<file path="config.mk">
export PLATFORM = sky130hd
export DESIGN_NAME = uart_tx_serializer_flat
export DESIGN_NICKNAME = d
export VERILOG_FILES = /design/src/rtl/uart_tx_serializer_if.sv /design/src/rtl/uart_tx_serializer.sv /design/src/flat_wrapper.sv
export SDC_FILE = /design/constraint.sdc
export NUM_CORES = 1
export LEC_CHECK = 0
export ABC_AREA = 0
export CAP_MARGIN = 20
export CORE_ASPECT_RATIO = 1.1
export CORE_MARGIN = 4
export CORE_UTILIZATION = 50
export DETAILED_ROUTE_END_ITERATION = 8
export GPL_TIMING_DRIVEN = 0
export HOLD_SLACK_MARGIN = 0.06
export PLACE_DENSITY = 0.76
export SKIP_CTS_REPAIR_TIMING = 1
export SLEW_MARGIN = 20
export SYNTH_ARGS = -nofsm -noshare
export SYNTH_HDL_FRONTEND = slang
export SYNTH_SLANG_ARGS = --single-unit
</file>
<file path="constraint.sdc">
create_clock -name clk -period 4.6 [get_ports clk]
set_clock_uncertainty 0.05 [all_clocks]
set_input_delay 0.69 -clock clk [delete_from_list [all_inputs] [get_ports clk]]
set_output_delay 0.69 -clock clk [all_outputs]
set_load 0.05 [all_outputs]
</file>
<file path="src/rtl/uart_tx_serializer_if.sv">
// uart_tx_serializer_if
//   Show-ahead FIFO read port between the TX FIFO and the TX serializer.
//
//   Handshake: fifo_data is valid whenever fifo_empty=0 (show-ahead head).
//   The consumer takes the head byte by asserting pop for exactly one clock.
//   The FIFO advances its head on that cycle. pop is never raised while
//   fifo_empty=1. fifo_empty may lag pop by one clock.
//
//   Signals:
//     fifo_empty  FIFO -> serializer  1 = no byte available
//     fifo_data   FIFO -> serializer  head byte
//     pop         serializer -> FIFO  one-cycle consume strobe
//
//   Modports: master = FIFO side, slave = serializer side.
interface uart_tx_serializer_if;
    logic       fifo_empty;
    logic [7:0] fifo_data;
    logic       pop;

    modport master (output fifo_empty, output fifo_data, input pop);
    modport slave  (input fifo_empty, input fifo_data, output pop);
endinterface

</file>
<file path="src/rtl/uart_tx_serializer.sv">
// uart_tx_serializer
//   UART transmit serializer. Pops bytes from a show-ahead TX FIFO and
//   shifts them onto txd as asynchronous frames:
//     - start bit;
//     - 5..8 data bits, LSB first;
//     - optional parity bit;
//     - 1 or 2 stop bits.
//   Bit timing comes from baud_en, an oversample tick. Each bit lasts
//   OVERSAMPLE ticks.
//
//   Optional feature: define UART_TX_BREAK_EN to make brk force txd low
//   after the txd register. The FSM keeps running underneath.
//
//   Parameters:
//     OVERSAMPLE  baud_en ticks per bit; a power of two from 4 to 16.
//
//   Ports:
//     clk, rstn     clock; asynchronous active-low reset
//     baud_en       one-clock oversample tick
//     fifo          FIFO read port (slave modport: fifo_empty, fifo_data, pop)
//     word_len      00=5, 01=6, 10=7, 11=8 data bits
//     stop_bits     0 = one stop bit, 1 = two stop bits
//     parity_en     1 = append a parity bit
//     even_parity   1 = even parity, 0 = odd parity
//     stick_parity  1 = parity bit forced to ~even_parity
//     brk           break request (only with UART_TX_BREAK_EN)
//     txd           serial output; idles at 1
//     tx_busy       high in every state except IDLE
//     tx_idle       IDLE and FIFO empty (transmitter empty)
//     state_dbg     current FSM state:
//                   0=IDLE, 1=START, 2=DATA, 3=PARITY, 4=STOP
module uart_tx_serializer #(
    parameter int OVERSAMPLE = 16
) (
    input  logic                       clk,
    input  logic                       rstn,
    input  logic                       baud_en,
    uart_tx_serializer_if.slave        fifo,
    input  logic [1:0]                 word_len,
    input  logic                       stop_bits,
    input  logic                       parity_en,
    input  logic                       even_parity,
    input  logic                       stick_parity,
    input  logic                       brk,
    output logic                       txd,
    output logic                       tx_busy,
    output logic                       tx_idle,
    output logic [2:0]                 state_dbg
);
    localparam int TW = $clog2(OVERSAMPLE);

    typedef enum logic [2:0] {
        IDLE   = 3'd0,
        START  = 3'd1,
        DATA   = 3'd2,
        PARITY = 3'd3,
        STOP   = 3'd4
    } state_t;

    state_t        state_q, state_d;
    logic [TW-1:0] tick_q, tick_d;
    logic [2:0]    bit_q, bit_d;     // data-bit index in DATA, stop-bit index in STOP
    logic [7:0]    shift_q, shift_d;
    logic          acc_q, acc_d;     // running XOR of the data bits sent so far
    logic [1:0]    wlen_q, wlen_d;
    logic          stop2_q, stop2_d;
    logic          par_en_q, par_en_d;
    logic          even_q, even_d;
    logic          stick_q, stick_d;
    logic          txd_q, txd_d;
    logic          pop_q, pop_d;

    logic bit_end;
    logic last_data;
    logic par_bit;
    logic load;

    assign bit_end   = baud_en && (tick_q == TW'(OVERSAMPLE - 1));
    assign last_data = (bit_q == ({1'b0, wlen_q} + 3'd4));
    assign par_bit   = stick_q ? ~even_q : (even_q ? acc_q : ~acc_q);

    // A byte is taken either from IDLE on a tick, or at the final stop-bit
    // end so back-to-back frames have no idle gap.
    assign load = !fifo.fifo_empty &&
                  (((state_q == IDLE) && baud_en) ||
                   ((state_q == STOP) && bit_end && !(stop2_q && (bit_q == 3'd0))));

    always_comb begin
        state_d  = state_q;
        tick_d   = baud_en ? tick_q + 1'b1 : tick_q;
        bit_d    = bit_q;
        shift_d  = shift_q;
        acc_d    = acc_q;
        wlen_d   = wlen_q;
        stop2_d  = stop2_q;
        par_en_d = par_en_q;
        even_d   = even_q;
        stick_d  = stick_q;
        txd_d    = txd_q;
        pop_d    = 1'b0;

        case (state_q)
            IDLE: begin
                tick_d = '0;
                txd_d  = 1'b1;
            end
            START: begin
                if (bit_end) begin
                    state_d = DATA;
                    txd_d   = shift_q[0];
                    shift_d = shift_q >> 1;
                    acc_d   = acc_q ^ shift_q[0];
                    bit_d   = 3'd0;
                end
            end
            DATA: begin
                if (bit_end) begin
                    if (last_data) begin
                        bit_d = 3'd0;
                        if (par_en_q) begin
                            state_d = PARITY;
                            txd_d   = par_bit;
                        end else begin
                            state_d = STOP;
                            txd_d   = 1'b1;
                        end
                    end else begin
                        txd_d   = shift_q[0];
                        shift_d = shift_q >> 1;
                        acc_d   = acc_q ^ shift_q[0];
                        bit_d   = bit_q + 3'd1;
                    end
                end
            end
            PARITY: begin
                if (bit_end) begin
                    state_d = STOP;
                    txd_d   = 1'b1;
                    bit_d   = 3'd0;
                end
            end
            STOP: begin
                if (bit_end) begin
                    if (stop2_q && (bit_q == 3'd0)) begin
                        bit_d = 3'd1;
                    end else begin
                        state_d = IDLE;
                        txd_d   = 1'b1;
                    end
                end
            end
            default: begin
                state_d = IDLE;
                txd_d   = 1'b1;
            end
        endcase

        // Frame load overrides whatever the state decided above.
        if (load) begin
            state_d  = START;
            tick_d   = '0;
            bit_d    = 3'd0;
            shift_d  = fifo.fifo_data;
            acc_d    = 1'b0;
            wlen_d   = word_len;
            stop2_d  = stop_bits;
            par_en_d = parity_en;
            even_d   = even_parity;
            stick_d  = stick_parity;
            txd_d    = 1'b0;
            pop_d    = 1'b1;
        end
    end

    always_ff @(posedge clk or negedge rstn) begin
        if (!rstn) begin
            state_q  <= IDLE;
            tick_q   <= '0;
            bit_q    <= 3'd0;
            shift_q  <= 8'h00;
            acc_q    <= 1'b0;
            wlen_q   <= 2'b00;
            stop2_q  <= 1'b0;
            par_en_q <= 1'b0;
            even_q   <= 1'b0;
            stick_q  <= 1'b0;
            txd_q    <= 1'b1;
            pop_q    <= 1'b0;
        end else begin
            state_q  <= state_d;
            tick_q   <= tick_d;
            bit_q    <= bit_d;
            shift_q  <= shift_d;
            acc_q    <= acc_d;
            wlen_q   <= wlen_d;
            stop2_q  <= stop2_d;
            par_en_q <= par_en_d;
            even_q   <= even_d;
            stick_q  <= stick_d;
            txd_q    <= txd_d;
            pop_q    <= pop_d;
        end
    end

    assign fifo.pop  = pop_q;
    assign tx_busy   = (state_q != IDLE);
    assign tx_idle   = (state_q == IDLE) && fifo.fifo_empty;
    assign state_dbg = state_q;

`ifdef UART_TX_BREAK_EN
    // Break gates the registered line so frame timing is untouched.
    assign txd = txd_q & ~brk;
`else
    logic unused_brk;
    assign unused_brk = brk;
    assign txd        = txd_q;
`endif

endmodule

</file>
<file path="src/flat_wrapper.sv">
// flat-port wrapper written by rule: the top's interface ports become plain ports
module uart_tx_serializer_flat 
#(
    parameter int OVERSAMPLE = 16
)
  (clk, rstn, baud_en, word_len, stop_bits, parity_en, even_parity, stick_parity, brk, txd, tx_busy, tx_idle, state_dbg, fifo_fifo_empty, fifo_fifo_data, fifo_pop);
  uart_tx_serializer_if fifo_i ();
  input  logic clk;
  input  logic rstn;
  input  logic baud_en;
  input  logic [1:0] word_len;
  input  logic stop_bits;
  input  logic parity_en;
  input  logic even_parity;
  input  logic stick_parity;
  input  logic brk;
  output logic txd;
  output logic tx_busy;
  output logic tx_idle;
  output logic [2:0] state_dbg;
  input wire logic [$bits(fifo_i.fifo_empty)-1:0] fifo_fifo_empty;
  input wire logic [$bits(fifo_i.fifo_data)-1:0] fifo_fifo_data;
  output wire logic [$bits(fifo_i.pop)-1:0] fifo_pop;
  assign fifo_i.fifo_empty = fifo_fifo_empty;
  assign fifo_i.fifo_data = fifo_fifo_data;
  assign fifo_pop = fifo_i.pop;
  uart_tx_serializer #(.OVERSAMPLE(OVERSAMPLE)) u_core (.clk(clk), .rstn(rstn), .baud_en(baud_en), .fifo(fifo_i), .word_len(word_len), .stop_bits(stop_bits), .parity_en(parity_en), .even_parity(even_parity), .stick_parity(stick_parity), .brk(brk), .txd(txd), .tx_busy(tx_busy), .tx_idle(tx_idle), .state_dbg(state_dbg));
endmodule
</file>
# == Word-level counts from Yosys, hierarchy flattened ==
# Index checks and enable logic that the tools add are counted.
# op_classes
addsub,3
eq_ne,16
muxes,41
n_bitwise,3
reduce_logical,21
# op_table
operator,n
$mux W3,14
$mux W8,4
$ne A3 B1 Y1 const B,6
$pmux W8 S2,1
$mux W1,15
$pmux W3 S5,1
$mux W4,3
$reduce_and A5 Y1,2
$pmux W3 S3,1
$reduce_bool A3 Y1,3
$logic_and A1 B1 Y1,7
$reduce_and A7 Y1,1
$eq A3 B2 Y1 const B,2
$logic_not A3 Y1,2
$ne A3 B2 Y1 const B,2
$add A4 B1 Y4 const B,1
$eq A4 B4 Y1 const B,1
$pmux W1 S4,1
$reduce_and A4 Y1,1
$reduce_bool A4 Y1,1
$add A2 B3 Y3 const B,1
$add A3 B1 Y3 const B,1
$eq A3 B1 Y1 const B,1
$eq A3 B3 Y1,1
other kinds (9),11
# word_totals
register_bits,27
input_bits,19
out_inout_bits,7
elab_cells,96

# == Logic depth before layout (Yosys ltp) ==
# depth
ltp_word,8
ltp_mapped,8
mapped_depth_nobuf,7

# == Worst setup path before layout ==
# No wires, ideal clock.
# synth_path
path_kind,input-to-reg
from,input port fifo_fifo_empty
to,register u_core.shift_q[1]
setup_ps,125
t_arrival_ps,2381
required_ps,4425
path_slack_ps,2045
path_stages,5
path_buffers,0
cell_sequence,or3_4 or4b_4 o21ai_4 mux2_2 mux2_2
# synth_via
elab_chain_cells,4
elab_cells_between_ends,8
cone_classes,3 x eq/ne; 1 x mux; 4 x reduce/logical
# synth_rtl
element,line_no,text
"start, declared",flat_wrapper.sv:21,input wire logic [$bits(fifo_i.fifo_empty)-1:0] fifo_fifo_empty;
$logic_not A1 Y1 (*),uart_tx_serializer.sv:84,assign load = !fifo.fifo_empty &&
$logic_and A1 B1 Y1 (*),uart_tx_serializer.sv:84,
$ne A3 B3 Y1 (no line) (tied with other cells),--,
$reduce_and A4 Y1 (no line),--,
"end signal, assigned",uart_tx_serializer.sv:193,shift_q <= shift_d;
"end, declared",uart_tx_serializer.sv:63,"logic [7:0] shift_q, shift_d;"
# Every way passes the cells marked *; elsewhere a longest branch is shown, timed or not.
# A chain may end at the register's enable or synchronous reset.

# == Worst setup path in the final report ==
# layout_path
from,"register u_core.state_q[0], in the netlist u_core.state_dbg[0]"
to,output port tx_idle
# layout_via
elab_chain_cells,2
# layout_rtl
element,line_no,text
"start, declared",uart_tx_serializer.sv:60,"state_t state_q, state_d;"
"start signal, assigned",uart_tx_serializer.sv:190,state_q <= state_d;
$logic_not A3 Y1,uart_tx_serializer.sv:207,assign tx_idle = (state_q == IDLE) && fifo.fifo_empty;
$logic_and A1 B1 Y1,uart_tx_serializer.sv:207,
"end, declared",flat_wrapper.sv:19,output logic tx_idle;
# Every way passes these cells.

==> impl_metrics.ini <==
[run_status]
status = completed

[layout]
antenna_cells = 0
nets = 191
mostFrequentLayoutCell = dfrtp_1
fill_cells = 258
design_area_mm2 = 0.00184
final_cells = 201
area_growth_pct = 19.0
drive_above_1_share_pct = 20.2
layout_common_cells = dfrtp_1, clkdlybuf4s50_1, mux2_2, o21ai_0, nor2_1

[setup_path]
required_ns = 3.86
critPathCaptureType = output port
criticalPathCategory = reg2out
cp_slowest_cell = clkdlybuf4s50_1
slowest_delay_ns = 0.80
cp-start-kind = flip-flop
crit_fanout = 10
cp_cell_sequence = clkbuf_1 > nor2_1 > and3_2 > clkdlybuf4s50_1
crit_arrival_ns = 2.36

[hold_path]
hold_path_class = in2async

[detailed_routing]
drt_pass1_iterations = 4
wirelength_um = 3230
first_iter_violations = 62
vias = 1191
wl_per_cell_um = 16.1
antenna_left = 0
via_per_inst = 5.93
drc = 0

[power]
peakVddDrop_mv = 0.335
p_leak_uw = 0.000757
powerDensity_mw_per_mm2 = 514

[yosys]
async_reset_ff_share_pct = 100
synth_top_area_share_pct = 42.2
ys_ff_latch = 27
seq_area_frac_synth_pct = 43.9
syn-num-nets = 163
synth_warnings = 0
synthDistinctLibCells = 43
syn-cell-area_mm2 = 0.00154
syn_inst = 141
post-synth-top-area-cell = dfrtp_1
synth_edf_count = 0
avgSynthCellArea_um2 = 10.9
synthTopCellsByArea = dfrtp_1, mux2_2, o21ai_0, ha_1, xnor2_1
synth_ff_type = dfrtp_1

[placement]
dp_hpwl_um = 2470
place_inst = 197
gp_congestion = 0.848
numPortBuffers = 23
place_area_mm2 = 0.00181

[floorplanning]
die_w_um = 61.0
io_pins = 26
rows = 20
core-area_mm2 = 0.00285
dieArea_mm2 = 0.00404
initial_core_util_pct = 54.1
die_h_um = 66.3

[clock_network]
numClockSinks = 27
cts_tree = yes
cts_made_buffers = 3
clock_latency_ns = 0.33
cts.clk_slew.worst_paths_ns = 0.15
htreeDepth = 1
clk_path_buf_depth = 2
cts_root_buf = clkbuf_4

[flow_run]
max_cap_viol_count = 0

[global_routing]
grt_busiest_layer = met2
track_usage_pct = 17.9
overflow = 0
grt_max_degree = 28
grt_pass1_wl_um = 5490
met1_usage_pct = 20.1
met2_usage_pct = 34.4
antenna_found_initial = 0
gr-usage-met3_pct = 2.34
grt_pass1_vias = 1236

[timing]
period_needed_ns = 3.10
finalSetupViolCount = 0
holdWs_ns = 0.287
hold_viol_final = 0
drv_slew = 0
fin_crit_sh_pct = 67.3
tns_ns = 0
rsz0062_at_grt = false
tightest_slew_ns = 0.598
relSlewSlack_pct = 60.1
timing.fmax_ghz = 0.323
## cell usage after synthesis, types with 2 or more instances
master,n
clkbuf_1,2
nor2b_1,2
mux2i_1,3
a21oi_1,6
nand2b_1,3
a31oi_1,2
nand2_1,8
o21bai_1,4
nand3_1,4
clkbuf_8,2
inv_1,5
nor3_1,2
mux2_2,18
xnor2_1,4
ha_1,3
xor2_1,2
nand4_1,3
nor2_1,9
o21ai_0,10
dfrtp_1,26
## worst max-delay path, delay by kind of cell, from the launching register on
kind	cells	cell delay (ns)
DFF	1	0.45
buffers and inverters	2	1.04
and+or+nand+nor	2	0.54
## sequential cells by signal, summed over array words and instances, names as in the netlist
register,flops
u_core.par_en_q,1
u_core.even_q,1
u_core.state_dbg,3
u_core.shift_q,8
u_core.bit_q,3
u_core.tick_q,4
u_core.acc_q,1
u_core.txd,1
u_core.stick_q,1
u_core.fifo.pop,1
u_core.wlen_q,2
u_core.stop2_q,1
## worst paths after layout
check | endpoint | cells after the start | slack (ns) | start
max in group asynchronous | u_core.shift_q[0]$_DFFE_PN0P_ | 1 | 3.82 | rstn
max | tx_idle | 4 | 1.50 | u_core.state_dbg[0]$_DFFE_PN0P_
min | u_core.bit_q[0]$_DFFE_PN0P_ | 1 | 0.29 | rstn
min reg2reg | u_core.acc_q$_DFFE_PN0P_ | 1 | 0.46 | u_core.acc_q$_DFFE_PN0P_
min in group clk | u_core.acc_q$_DFFE_PN0P_ | 1 | 0.46 | u_core.acc_q$_DFFE_PN0P_
max reg2reg | u_core.shift_q[2]$_DFFE_PN0P_ | 6 | 2.11 | u_core.tick_q[0]$_DFFE_PN0P_
## stage by stage
stage,setup slack (ns),total power (µW),utilization [%]
finish,1.50,943,64.3
global route,1.43,1010,64.3
CTS,1.53,951,64.3
detailed placement,1.49,846,63.4
global placement,1.52,817,63.6
floorplan,2.04,722,-
## layout make-up
| type | count | area (µm²) | area share, % |
|---|---|---|---|
| Multi-Input combinational cell | 104 | 792 | 43.1 |
| Tap cell | 33 | 41.3 | 2.25 |
| Clock buffer | 4 | 26.3 | 1.43 |
| Sequential cell | 27 | 677 | 36.9 |
| Buffer | 5 | 55.1 | 3.00 |
| Inverter | 5 | 18.8 | 1.02 |
| Timing Repair Buffer | 23 | 225 | 12.3 |
## where the power goes
group | internal (µW) | switching [µW]
Combinational | 213 | 235
Sequential | 327 | 63.1
Clock | 34.0 | 71.1
## metal layers
metal | up-vias | routed length [µm]
li1 | 568 | -
met1 | 588 | 1340
met5 | - | 0
met4 | 0 | 21
met2 | 30 | 1760
met3 | 5 | 110
## cell families after synthesis
family	count (synthesis)	share of synthesized area, %
adder cells (fa/ha/maj)	3	2.43
AO/OA/AOI/OAI	33	15.2
multiplexers	21	15.1
XOR/XNOR	6	3.41
AND/OR/NAND/NOR	41	15.2
buffers and inverters	10	4.79
flip-flops	27	43.9
No activity file was read; power rests on OpenSTA's default activity.
